`config.mk`:
```
export PLATFORM = sky130hd
export DESIGN_NAME = shift_pipe_flat
export DESIGN_NICKNAME = d
export VERILOG_FILES = /design/src/rtl/shift_pipe_pkg.sv /design/src/rtl/shift_pipe_if.sv /design/src/rtl/shift_stage_3_1.sv /design/src/rtl/shift_pipe.sv /design/src/flat_wrapper.sv
export SDC_FILE = /design/constraint.sdc
export NUM_CORES = 1
export LEC_CHECK = 0
export CAP_MARGIN = 10
export CORE_UTILIZATION = 35
export CTS_CLUSTER_DIAMETER = 30
export DETAILED_ROUTE_END_ITERATION = 6
export DONT_BUFFER_PORTS = 1
export GPL_ROUTABILITY_DRIVEN = 0
export HOLD_SLACK_MARGIN = 0.08
export REMOVE_ABC_BUFFERS = 1
export SLEW_MARGIN = 10
export SYNTH_ARGS = -nofsm -noshare
export SYNTH_HDL_FRONTEND = slang
export SYNTH_SLANG_ARGS = --single-unit
export TNS_END_PERCENT = 30
```
`constraint.sdc`:
```
create_clock -name i_clk -period 1.7 [get_ports i_clk]
set_clock_uncertainty 0.2 [all_clocks]
set_input_delay 0.51 -clock i_clk [delete_from_list [all_inputs] [get_ports i_clk]]
set_output_delay 0.51 -clock i_clk [all_outputs]
set_load 0.02 [all_outputs]
```
`src/rtl/shift_pipe_pkg.sv`:
```
// Shared types and elaboration helpers for the radix-3 pipelined shifter.
// Holds the opcode encoding, the stage-count function and the shift-amount digit decoder.
package shift_pipe_pkg;

  typedef enum logic [1:0] {
    OP_SLL = 2'b00,
    OP_SRL = 2'b01,
    OP_SRA = 2'b10,
    OP_ROR = 2'b11
  } op_e;

  localparam int MAX_STAGE = 16;
  localparam int DIG_W     = 2 * MAX_STAGE;

  // Smallest r with 3**r >= n.
  function automatic int clog3(input int n);
    int r;
    int p;
    r = 0;
    p = 1;
    for (int i = 0; i < MAX_STAGE; i++) begin
      if (p < n) begin
        p = p * 3;
        r = r + 1;
      end
    end
    return r;
  endfunction

  // Base-3 digits of shamt, two bits per digit, least significant digit in [1:0].
  function automatic logic [DIG_W-1:0] to_base3(input logic [31:0] shamt, input int nstage);
    logic [31:0]      v;
    logic [DIG_W-1:0] d;
    v = shamt;
    d = '0;
    for (int k = 0; k < MAX_STAGE; k++) begin
      if (k < nstage) begin
        d[2*k +: 2] = 2'(v % 32'd3);
        v = v / 32'd3;
      end
    end
    return d;
  endfunction

endpackage

```
`src/rtl/shift_pipe_if.sv`:
```
// Operand/result channel of shift_pipe.
// Handshake: a beat transfers on a rising edge where valid and ready are both high; once
// valid is raised the sender holds valid and its payload steady until that transfer happens.
interface shift_pipe_if
  import shift_pipe_pkg::*;
#(
  parameter int WIDTH = 16,
  parameter int SHW   = $clog2(WIDTH)
);

  logic             in_valid;
  logic             in_ready;
  logic [WIDTH-1:0] in_data;
  logic [SHW-1:0]   in_shamt;
  op_e              in_op;
  logic             out_valid;
  logic             out_ready;
  logic [WIDTH-1:0] out_data;
  logic             out_zero;

  modport master (
    output in_valid, in_data, in_shamt, in_op, out_ready,
    input  in_ready, out_valid, out_data, out_zero
  );

  modport slave (
    input  in_valid, in_data, in_shamt, in_op, out_ready,
    output in_ready, out_valid, out_data, out_zero
  );

endinterface

```
`src/rtl/shift_stage_3_1.sv`:
```
// One radix-3 shifter stage: picks a shift of 0, 3**K or 2*3**K in the requested mode.
// Purely combinational; the stage register lives in the top level.
module shift_stage_3_1
  import shift_pipe_pkg::*;
#(
  parameter int WIDTH = 16,
  parameter int K     = 0
) (
  input  logic [WIDTH-1:0] i_data,
  input  logic [1:0]       i_digit,
  input  op_e              i_op,
  input  logic             i_sign,
  output logic [WIDTH-1:0] o_data
);

  localparam int STEP = 3 ** K;

  // amt is an elaboration constant; amounts >= WIDTH are unreachable but must still build.
  function automatic logic [WIDTH-1:0] shift_by(input logic [WIDTH-1:0] d, input op_e op,
                                                input logic sign, input int amt);
    logic [WIDTH-1:0] ones;
    logic [WIDTH-1:0] fill;
    logic [WIDTH-1:0] res;
    int               a;
    ones = '1;
    fill = {WIDTH{sign}};
    a    = amt % WIDTH;
    case (op)
      OP_SLL:  res = (amt >= WIDTH) ? '0 : (d << amt);
      OP_SRL:  res = (amt >= WIDTH) ? '0 : (d >> amt);
      OP_SRA:  res = (amt >= WIDTH) ? fill : ((d >> amt) | (fill & ~(ones >> amt)));
      default: res = (a == 0) ? d : ((d >> a) | (d << (WIDTH - a)));
    endcase
    return res;
  endfunction

  always_comb begin
    o_data = i_data;
    case (i_digit)
      2'd1:    o_data = shift_by(i_data, i_op, i_sign, STEP);
      2'd2:    o_data = shift_by(i_data, i_op, i_sign, 2 * STEP);
      default: o_data = i_data;
    endcase
  end

endmodule

```
`src/rtl/shift_pipe.sv`:
```
// Pipelined barrel shifter (SLL/SRL/SRA/ROR) built from NSTAGE registered radix-3 stages.
// Each stage stalls only when its successor is full and not draining; flush empties all stages.
module shift_pipe
  import shift_pipe_pkg::*;
#(
  parameter int WIDTH = 16
) (
  input  logic        i_clk,
  input  logic        i_rst_n,
  input  logic        i_flush,
  shift_pipe_if.slave bus
);

  localparam int NSTAGE = clog3(WIDTH);
  localparam int DW     = 2 * NSTAGE;

  logic [NSTAGE-1:0] r_valid;
  logic [WIDTH-1:0]  r_data [NSTAGE];
  op_e               r_op   [NSTAGE];
  logic              r_sign [NSTAGE];
  logic [DW-1:0]     r_dig  [NSTAGE];

  logic [NSTAGE:0]   w_ok;
  logic [NSTAGE-1:0] w_adv;
  logic              w_load [NSTAGE];
  logic [WIDTH-1:0]  w_src  [NSTAGE];
  logic [WIDTH-1:0]  w_res  [NSTAGE];
  logic [DW-1:0]     w_dsrc [NSTAGE];
  op_e               w_osrc [NSTAGE];
  logic              w_ssrc [NSTAGE];
  logic [DW-1:0]     w_dig0;
  logic              w_accept;

  assign w_dig0 = DW'(to_base3(32'(bus.in_shamt), NSTAGE));

  // w_ok[k]: stage k can take new data this edge. Walks back from out_ready so a drain
  // at the output frees every stage behind it in the same cycle.
  always_comb begin
    w_ok  = '0;
    w_adv = '0;
    w_ok[NSTAGE] = bus.out_ready;
    for (int k = NSTAGE - 1; k >= 0; k--) begin
      w_adv[k] = r_valid[k] && w_ok[k+1];
      w_ok[k]  = !r_valid[k] || w_ok[k+1];
    end
  end

  assign bus.in_ready = !i_flush && w_ok[0];
  assign w_accept     = bus.in_valid && bus.in_ready;

  for (genvar k = 0; k < NSTAGE; k++) begin : g_stage
    if (k == 0) begin : g_first
      assign w_src[k]  = bus.in_data;
      assign w_dsrc[k] = w_dig0;
      assign w_osrc[k] = bus.in_op;
      assign w_ssrc[k] = bus.in_data[WIDTH-1];
      assign w_load[k] = w_accept;
    end else begin : g_next
      assign w_src[k]  = r_data[k-1];
      assign w_dsrc[k] = r_dig[k-1];
      assign w_osrc[k] = r_op[k-1];
      assign w_ssrc[k] = r_sign[k-1];
      assign w_load[k] = !i_flush && w_adv[k-1];
    end

    shift_stage_3_1 #(
      .WIDTH (WIDTH),
      .K     (k)
    ) u_stage (
      .i_data  (w_src[k]),
      .i_digit (w_dsrc[k][1:0]),
      .i_op    (w_osrc[k]),
      .i_sign  (w_ssrc[k]),
      .o_data  (w_res[k])
    );
  end

  always_ff @(posedge i_clk or negedge i_rst_n) begin
    if (!i_rst_n) begin
      r_valid <= '0;
      for (int k = 0; k < NSTAGE; k++) begin
        r_data[k] <= '0;
        r_op[k]   <= OP_SLL;
        r_sign[k] <= 1'b0;
        r_dig[k]  <= '0;
      end
    end else begin
      for (int k = 0; k < NSTAGE; k++) begin
        if (i_flush)        r_valid[k] <= 1'b0;
        else if (w_load[k]) r_valid[k] <= 1'b1;
        else if (w_adv[k])  r_valid[k] <= 1'b0;
        // Payload only moves on a real load, so flushed stages keep their old data.
        if (w_load[k]) begin
          r_data[k] <= w_res[k];
          r_op[k]   <= w_osrc[k];
          r_sign[k] <= w_ssrc[k];
          r_dig[k]  <= w_dsrc[k] >> 2;
        end
      end
    end
  end

  assign bus.out_valid = r_valid[NSTAGE-1];
  assign bus.out_data  = r_data[NSTAGE-1];
  assign bus.out_zero  = (r_data[NSTAGE-1] == '0);

endmodule

```
`src/flat_wrapper.sv`:
```
// flat-port wrapper written by rule: the top's interface ports become plain ports
module shift_pipe_flat import shift_pipe_pkg::*;
#(
  parameter int WIDTH = 16
)
  (i_clk, i_rst_n, i_flush, bus_in_valid, bus_in_data, bus_in_shamt, bus_in_op, bus_out_ready, bus_in_ready, bus_out_valid, bus_out_data, bus_out_zero);
  shift_pipe_if #(.WIDTH(WIDTH)) bus_i ();
  input  logic i_clk;
  input  logic i_rst_n;
  input  logic i_flush;
  input wire logic [$bits(bus_i.in_valid)-1:0] bus_in_valid;
  input wire logic [$bits(bus_i.in_data)-1:0] bus_in_data;
  input wire logic [$bits(bus_i.in_shamt)-1:0] bus_in_shamt;
  input wire logic [$bits(bus_i.in_op)-1:0] bus_in_op;
  input wire logic [$bits(bus_i.out_ready)-1:0] bus_out_ready;
  output wire logic [$bits(bus_i.in_ready)-1:0] bus_in_ready;
  output wire logic [$bits(bus_i.out_valid)-1:0] bus_out_valid;
  output wire logic [$bits(bus_i.out_data)-1:0] bus_out_data;
  output wire logic [$bits(bus_i.out_zero)-1:0] bus_out_zero;
  assign bus_i.in_valid = bus_in_valid;
  assign bus_i.in_data = bus_in_data;
  assign bus_i.in_shamt = bus_in_shamt;
  assign bus_i.in_op = bus_in_op;
  assign bus_i.out_ready = bus_out_ready;
  assign bus_in_ready = bus_i.in_ready;
  assign bus_out_valid = bus_i.out_valid;
  assign bus_out_data = bus_i.out_data;
  assign bus_out_zero = bus_i.out_zero;
  shift_pipe #(.WIDTH(WIDTH)) u_core (.i_clk(i_clk), .i_rst_n(i_rst_n), .i_flush(i_flush), .bus(bus_i));
endmodule
```
Word level (Yosys, flattened, before mapping)
Cells that the tools add are included.

storage, ports and cells
  logic and storage cells = 80
  output and inout port bits = 19
  register bits after elaboration = 63

cells by class
  div/mod/pow operators = 5
  bitwise gates (word level) = 11
  muxes and demuxes = 18
  reductions and logical operators = 22
  equal/unequal tests = 12

operators by type and width
  operator                                                                   number
  16-bit one-hot mux with 3 select lines                                     5
  16-bit one-hot mux with 2 select lines                                     4
  32-bit by 2-bit remainder unit with 32-bit output (second input constant)  2
  14-bit by 16-bit bitwise OR with 16-bit output                             3
  32-bit by 2-bit divider with 32-bit output (second input constant)         1
  4-bit by 2-bit divider with 32-bit output (second input constant)          1
  4-bit by 2-bit remainder unit with 32-bit output (second input constant)   1
  10-bit by 16-bit bitwise OR with 16-bit output                             2
  13-bit by 16-bit bitwise OR with 16-bit output                             2
  15-bit by 16-bit bitwise OR with 16-bit output                             2
  7-bit by 16-bit bitwise OR with 16-bit output                              2
  16-bit zero test                                                           1
  2-bit by 1-bit equality test with 1-bit output (second input constant)     6
  2-bit equality test (second input constant)                                6
  1-bit two-way mux                                                          9
  3-bit nonzero test                                                         3
  1-bit logical AND                                                          7
  2-bit zero test                                                            3
  1-bit zero test                                                            4
  1-bit logical OR                                                           3
  2-bit OR reduction                                                         1

Depth between registers and ports, before layout
  word-level depth = 8
  gate-level depth with buffers = 19
  depth with buffers taken out = 15

Modules after synthesis
Synthesis repeated with hierarchy kept, for this count alone.

unflattened totals
  cells, all modules = 513
  area, all modules = 4888.4 µm²

by module, submodules not included
  module                                        sequential area each (µm²)  cells each  times used  area an instance (µm²)
  shift_pipe                                    1576.5                      197         1           2743.9
  shift_stage_3_1 at u_core.g_stage[1].u_stage  0.0                         109         1           744.5
  shift_stage_3_1 at u_core.g_stage[0].u_stage  0.0                         108         1           728.2
  shift_stage_3_1 at u_core.g_stage[2].u_stage  0.0                         99          1           671.9

Least setup slack after synthesis
OpenSTA, ideal clock, no wires.

  path kind = input -> register
  start = input port bus_in_shamt[2]
  end = register u_core.r_data[37] (netlist name)
  data required time = 1.375 ns
  stages on the path = 19
  path buffers = 5
  arrival time = 3.784 ns
  path slack = -2.409 ns
  cell sequence = buf_2 > clkbuf_1 > ha_1 > nand2_1 > a22oi_2 > mux2i_1 > ha_1 > nor4b_1 > a21oi_1 > or2_1 > buf_6 > mux2_4 > ha_1 > buf_2 > clkinv_1 > clkbuf_1 > nor2_1 > a31oi_1 > mux2_2

on the way
  longest elaborated chain between the ends = 3
  elaborated cells between the ends (all ways) = 4
  those cells by class = 1 x div; 2 x eq/ne; 1 x mux

ends and longest elaborated chain
  item                                                                                          RTL line               RTL
  start, declared                                                                               flat_wrapper.sv:13     input wire logic [$bits(bus_i.in_shamt)-1:0] bus_in_shamt;
  4-bit by 2-bit remainder unit with 32-bit output *                                            shift_pipe_pkg.sv:38   d[2*k +: 2] = 2'(v % 32'd3);
  2-bit equality test / 2-bit by 1-bit equality test with 1-bit output (equally long branches)  shift_stage_3_1.sv:39  case (i_digit)
  16-bit one-hot mux with 2 select lines *                                                      shift_stage_3_1.sv:39
  end signal, assigned by index                                                                 shift_pipe.sv:94       r_data[k] <= w_res[k];
  end, declared                                                                                 shift_pipe.sv:18       logic [WIDTH-1:0] r_data [NSTAGE];

Every way passes the cells marked *; elsewhere a longest branch is shown, timed or not.
A chain may end at the register's enable or synchronous reset.

Worst setup path in the final report
  start = input port bus_in_shamt[2]
  end = register u_core.r_data[43] (netlist name)

The elaborated chain is that of the path after synthesis.

==> reports/metrics.csv <==
metric,value,unit
status,"complete, but fails checks",
failing checks,"negative hold slack, negative setup slack",
total congestion overflow,0,
initial antenna violation count,0,
cell count after synthesis,513,
clock network power share,20.0,%
maximum clock insertion buffer count,2,
post-DP HPWL,8740,µm
total CTS buffers,9,
DRT Wirelength,12900,µm
Antenna Cells,0,
router iterations before antenna repair,4,
multi-input combinational cell area,3340,µm²
Initial Util,36.5,%
Worst Path Buf+Inv,2,
synth-to-layout area growth,34.7,%
startpoint types,input port,
ys async rst share,100,%
post-route minimum period,3.14,ns
family with the most delay on the worst path,adder cells,
"flops & latches, synth",63,
Crit Path Category,input port to flip-flop,
"Reg clk slew, reported paths",0.05,ns
"slowest stage cell, crit path",mux2_4,
Final Hold Viols,63,
Fmax,318,MHz
Worst Setup SP,bus_in_shamt[2],
Worst Hold Class,input port to asynchronous set/reset pin,
fin area,6340,µm²
Die X,118,µm
crit-path max FO,10,
IO Port Bufs,0,
Initial DRC Count,194,
Final Max Tran Viols,0,
Post-synth EDFFs,0,
Clock Tree Root,clkbuf_16,
worst-path cell chain,ha_4 -> nand2_2 -> a22oi_2 -> mux2i_2 -> ha_2 -> nor4b_4 -> a21oi_2 -> or2_4 -> mux2_4 -> ha_4 -> inv_8 -> buf_12 -> nor2_4 -> a31oi_1 -> mux2_4,
worst r2r src,u_core.r_op[2]$_DFFE_PN0P_,
final setup margin,-1.44,ns
Mapped Avg Cell Area,9.17,µm²
final total power,9030,µW
Post-Place Cell Area,5300,µm²
layout cells sized above 1,39.2,%
Synthesis Warnings,0,
R2R depth,5,
Leak,0.00262,µW
sequential share of power,30.7,%
Critical Path Stages,15,
worst ir drop on vdd,0.694,mV
Post-CTS Hold Buffers,1,
largest net degree at the start of global routing,64,
Worst path max stage delay,0.31,ns
core footprint,12900,µm²
Die ar.,13900,µm²
DR vias/cell,5.63,
Worst-Margin Slew,0.404,ns
"commonest non-fill, non-tap cell in the layout",buf_4,
maxcap violations,0,
Max-slew headroom,73.1,%
Sink Count,63,
mean routed wirelength per cell,17.3,µm
Max H-tree Level,3,
nets,607,
critical path arrival,3.15,ns
drc violations,0,
first-pass GRT wire length,21400,µm
sequential cell area fraction in the yosys report,33.5,%
Sw Pwr,3480,µW
row cnt,41,
all-layer global routing usage,18.8,%
sequential cell area,1580,µm²
antenna-violating nets left,0,
main flop type after synthesis,dfrtp_1,
Hold Worst Slack,-0.323,ns
Final Util,49.2,%
Mapped Area,4700,µm²
RR Endpoint,u_core.bus.out_data[15]$_DFFE_PN0P_,
IO Pins,46,
Internal,5550,µW
Worst setup EP type,flip-flop,
"reg-to-reg slack, setup",-0.13,ns
vias in the first global route,4306,
Die H,118,µm
Netlist cell types,53,
Critical Path End,u_core.r_data[43]$_DFFE_PN0P_,
# setup viols final,38,
part of the power in combinational logic,49.4,%
Fillers,1200,
PD cells,1420,nW/µm²
Net Sw Frac,38.5,%
clk_lat worst skew,0.33,ns
CTS tree,done,
Tcrit/Tclk final,185,%
Via Count,4199,
most frequent cells in the layout,"69 x buf_4, 61 x dfrtp_1, 45 x nand2_1, 39 x o21ai_0",
CP Data Required Time,1.71,ns
RSZ-0062 raised after global routing,yes,
## worst min-delay path by stage
| stage | start | end | slack [ns] | cells after the start |
|---|---|---|---|---|
| detailed placement | i_rst_n | u_core.bus.out_data[8]$_DFFE_PN0P_ | 0.02 | 0 |
| global placement | i_rst_n | u_core.bus.out_data[8]$_DFFE_PN0P_ | 0.02 | 0 |
| global route | i_rst_n | u_core.bus.out_data[2]$_DFFE_PN0P_ | -0.34 | 0 |
| finish | i_rst_n | u_core.bus.out_data[2]$_DFFE_PN0P_ | -0.32 | 0 |
| CTS | i_rst_n | u_core.bus.out_data[2]$_DFFE_PN0P_ | -0.33 | 0 |
| floorplan | i_rst_n | u_core.bus.out_data[0]$_DFFE_PN0P_ | 0.01 | 0 |
## registers in the layout, indices dropped and copies added, names as in the netlist
name,flops
u_core.r_data,32
u_core.r_valid,3
u_core.r_op,4
u_core.r_sign,2
u_core.bus.out_data,16
u_core.r_dig,6
## Yosys cell counts (2+ instances only)
master | number | area share (%)
nor2_1 | 27 | 2.2
nand2b_1 | 4 | 0.53
o31ai_1 | 29 | 4.6
o21ai_0 | 49 | 5.2
dfrtp_1 | 63 | 34
nor4_1 | 4 | 0.53
a22o_1 | 17 | 3.2
inv_1 | 7 | 0.56
nand2_1 | 47 | 3.8
nand3b_1 | 10 | 1.6
mux2_2 | 36 | 8.6
a211oi_1 | 6 | 0.96
a31oi_1 | 10 | 1.3
nand3_1 | 9 | 0.96
nor3b_1 | 11 | 1.8
a41oi_1 | 2 | 0.37
buf_4 | 7 | 1.1
mux2i_1 | 16 | 3.4
o21a_1 | 18 | 2.9
a21oi_1 | 6 | 0.64
nor2b_1 | 22 | 2.9
ha_1 | 11 | 2.9
buf_6 | 5 | 1.2
a22oi_1 | 13 | 2.1
nor2_2 | 2 | 0.27
a221oi_1 | 17 | 3.2
clkbuf_1 | 22 | 1.8
mux2_4 | 7 | 2.2
buf_2 | 12 | 1.3
## power groups by stage
stage / Combinational, µW / Clock [µW] / Sequential, µW
3_5_place_dp: 3580 / 0 / 2720
5_1_grt: 4850 / 1890 / 2850
2_1_floorplan: 2050 / 0 / 2780
3_3_place_gp: 3510 / 0 / 2690
6_report: 4450 / 1800 / 2770
4_1_cts: 4200 / 1840 / 2720
## final cells by class
class / count / share of cell area (%)
tap: 172 / 3.40
clock inverter: 3 / 0.671
multi-input combinational: 394 / 52.7
sequential: 63 / 24.9
inverter: 9 / 0.651
clock buffer: 13 / 3.95
timing repair buffer: 92 / 13.7
## routing by layer
layer,global-route usage [%],vias to the layer above,share of wire [%]
li1,-,2043,-
met1,23.5,2024,44
met2,30.8,104,49
met3,5.18,28,4.9
met4,7.05,0,2.5
met5,0,-,0
## cells by family (layout without fill, tap and decap cells)
family	after synthesis	after routing	synth area share, %
adders and majority gates	11	11	2.93
AOI/OAI and AO/OA	176	176	26.4
buffers and inverters	56	117	6.14
DFF	63	63	33.5
xor gates and xnor gates	2	2	0.372
and+or+nand+nor	145	145	16.2
muxes	60	60	14.5
## per-stage QoR
step                setup TNS [ns]  worst slack [ns]  instances
floorplan                   -52.20             -2.27        466
global placement            -34.53             -1.79        712
detailed placement          -37.87             -1.97        712
CTS                         -26.30             -1.40        743
global route                -29.87             -1.49        746
finish                      -27.17             -1.44        746
## timing repair
| item | in CTS | in global routing |
|---|---|---|
| buffers inserted | 12 | 4 |
| endpoints found under the setup margin | 49 | 50 |
| gates resized for setup | 80 | 53 |
| hold endpoints to repair | 66 | 63 |
| pin swaps | 22 | 27 |
| gates cloned | 2 | 0 |
(Power assumes the default switching activity.)
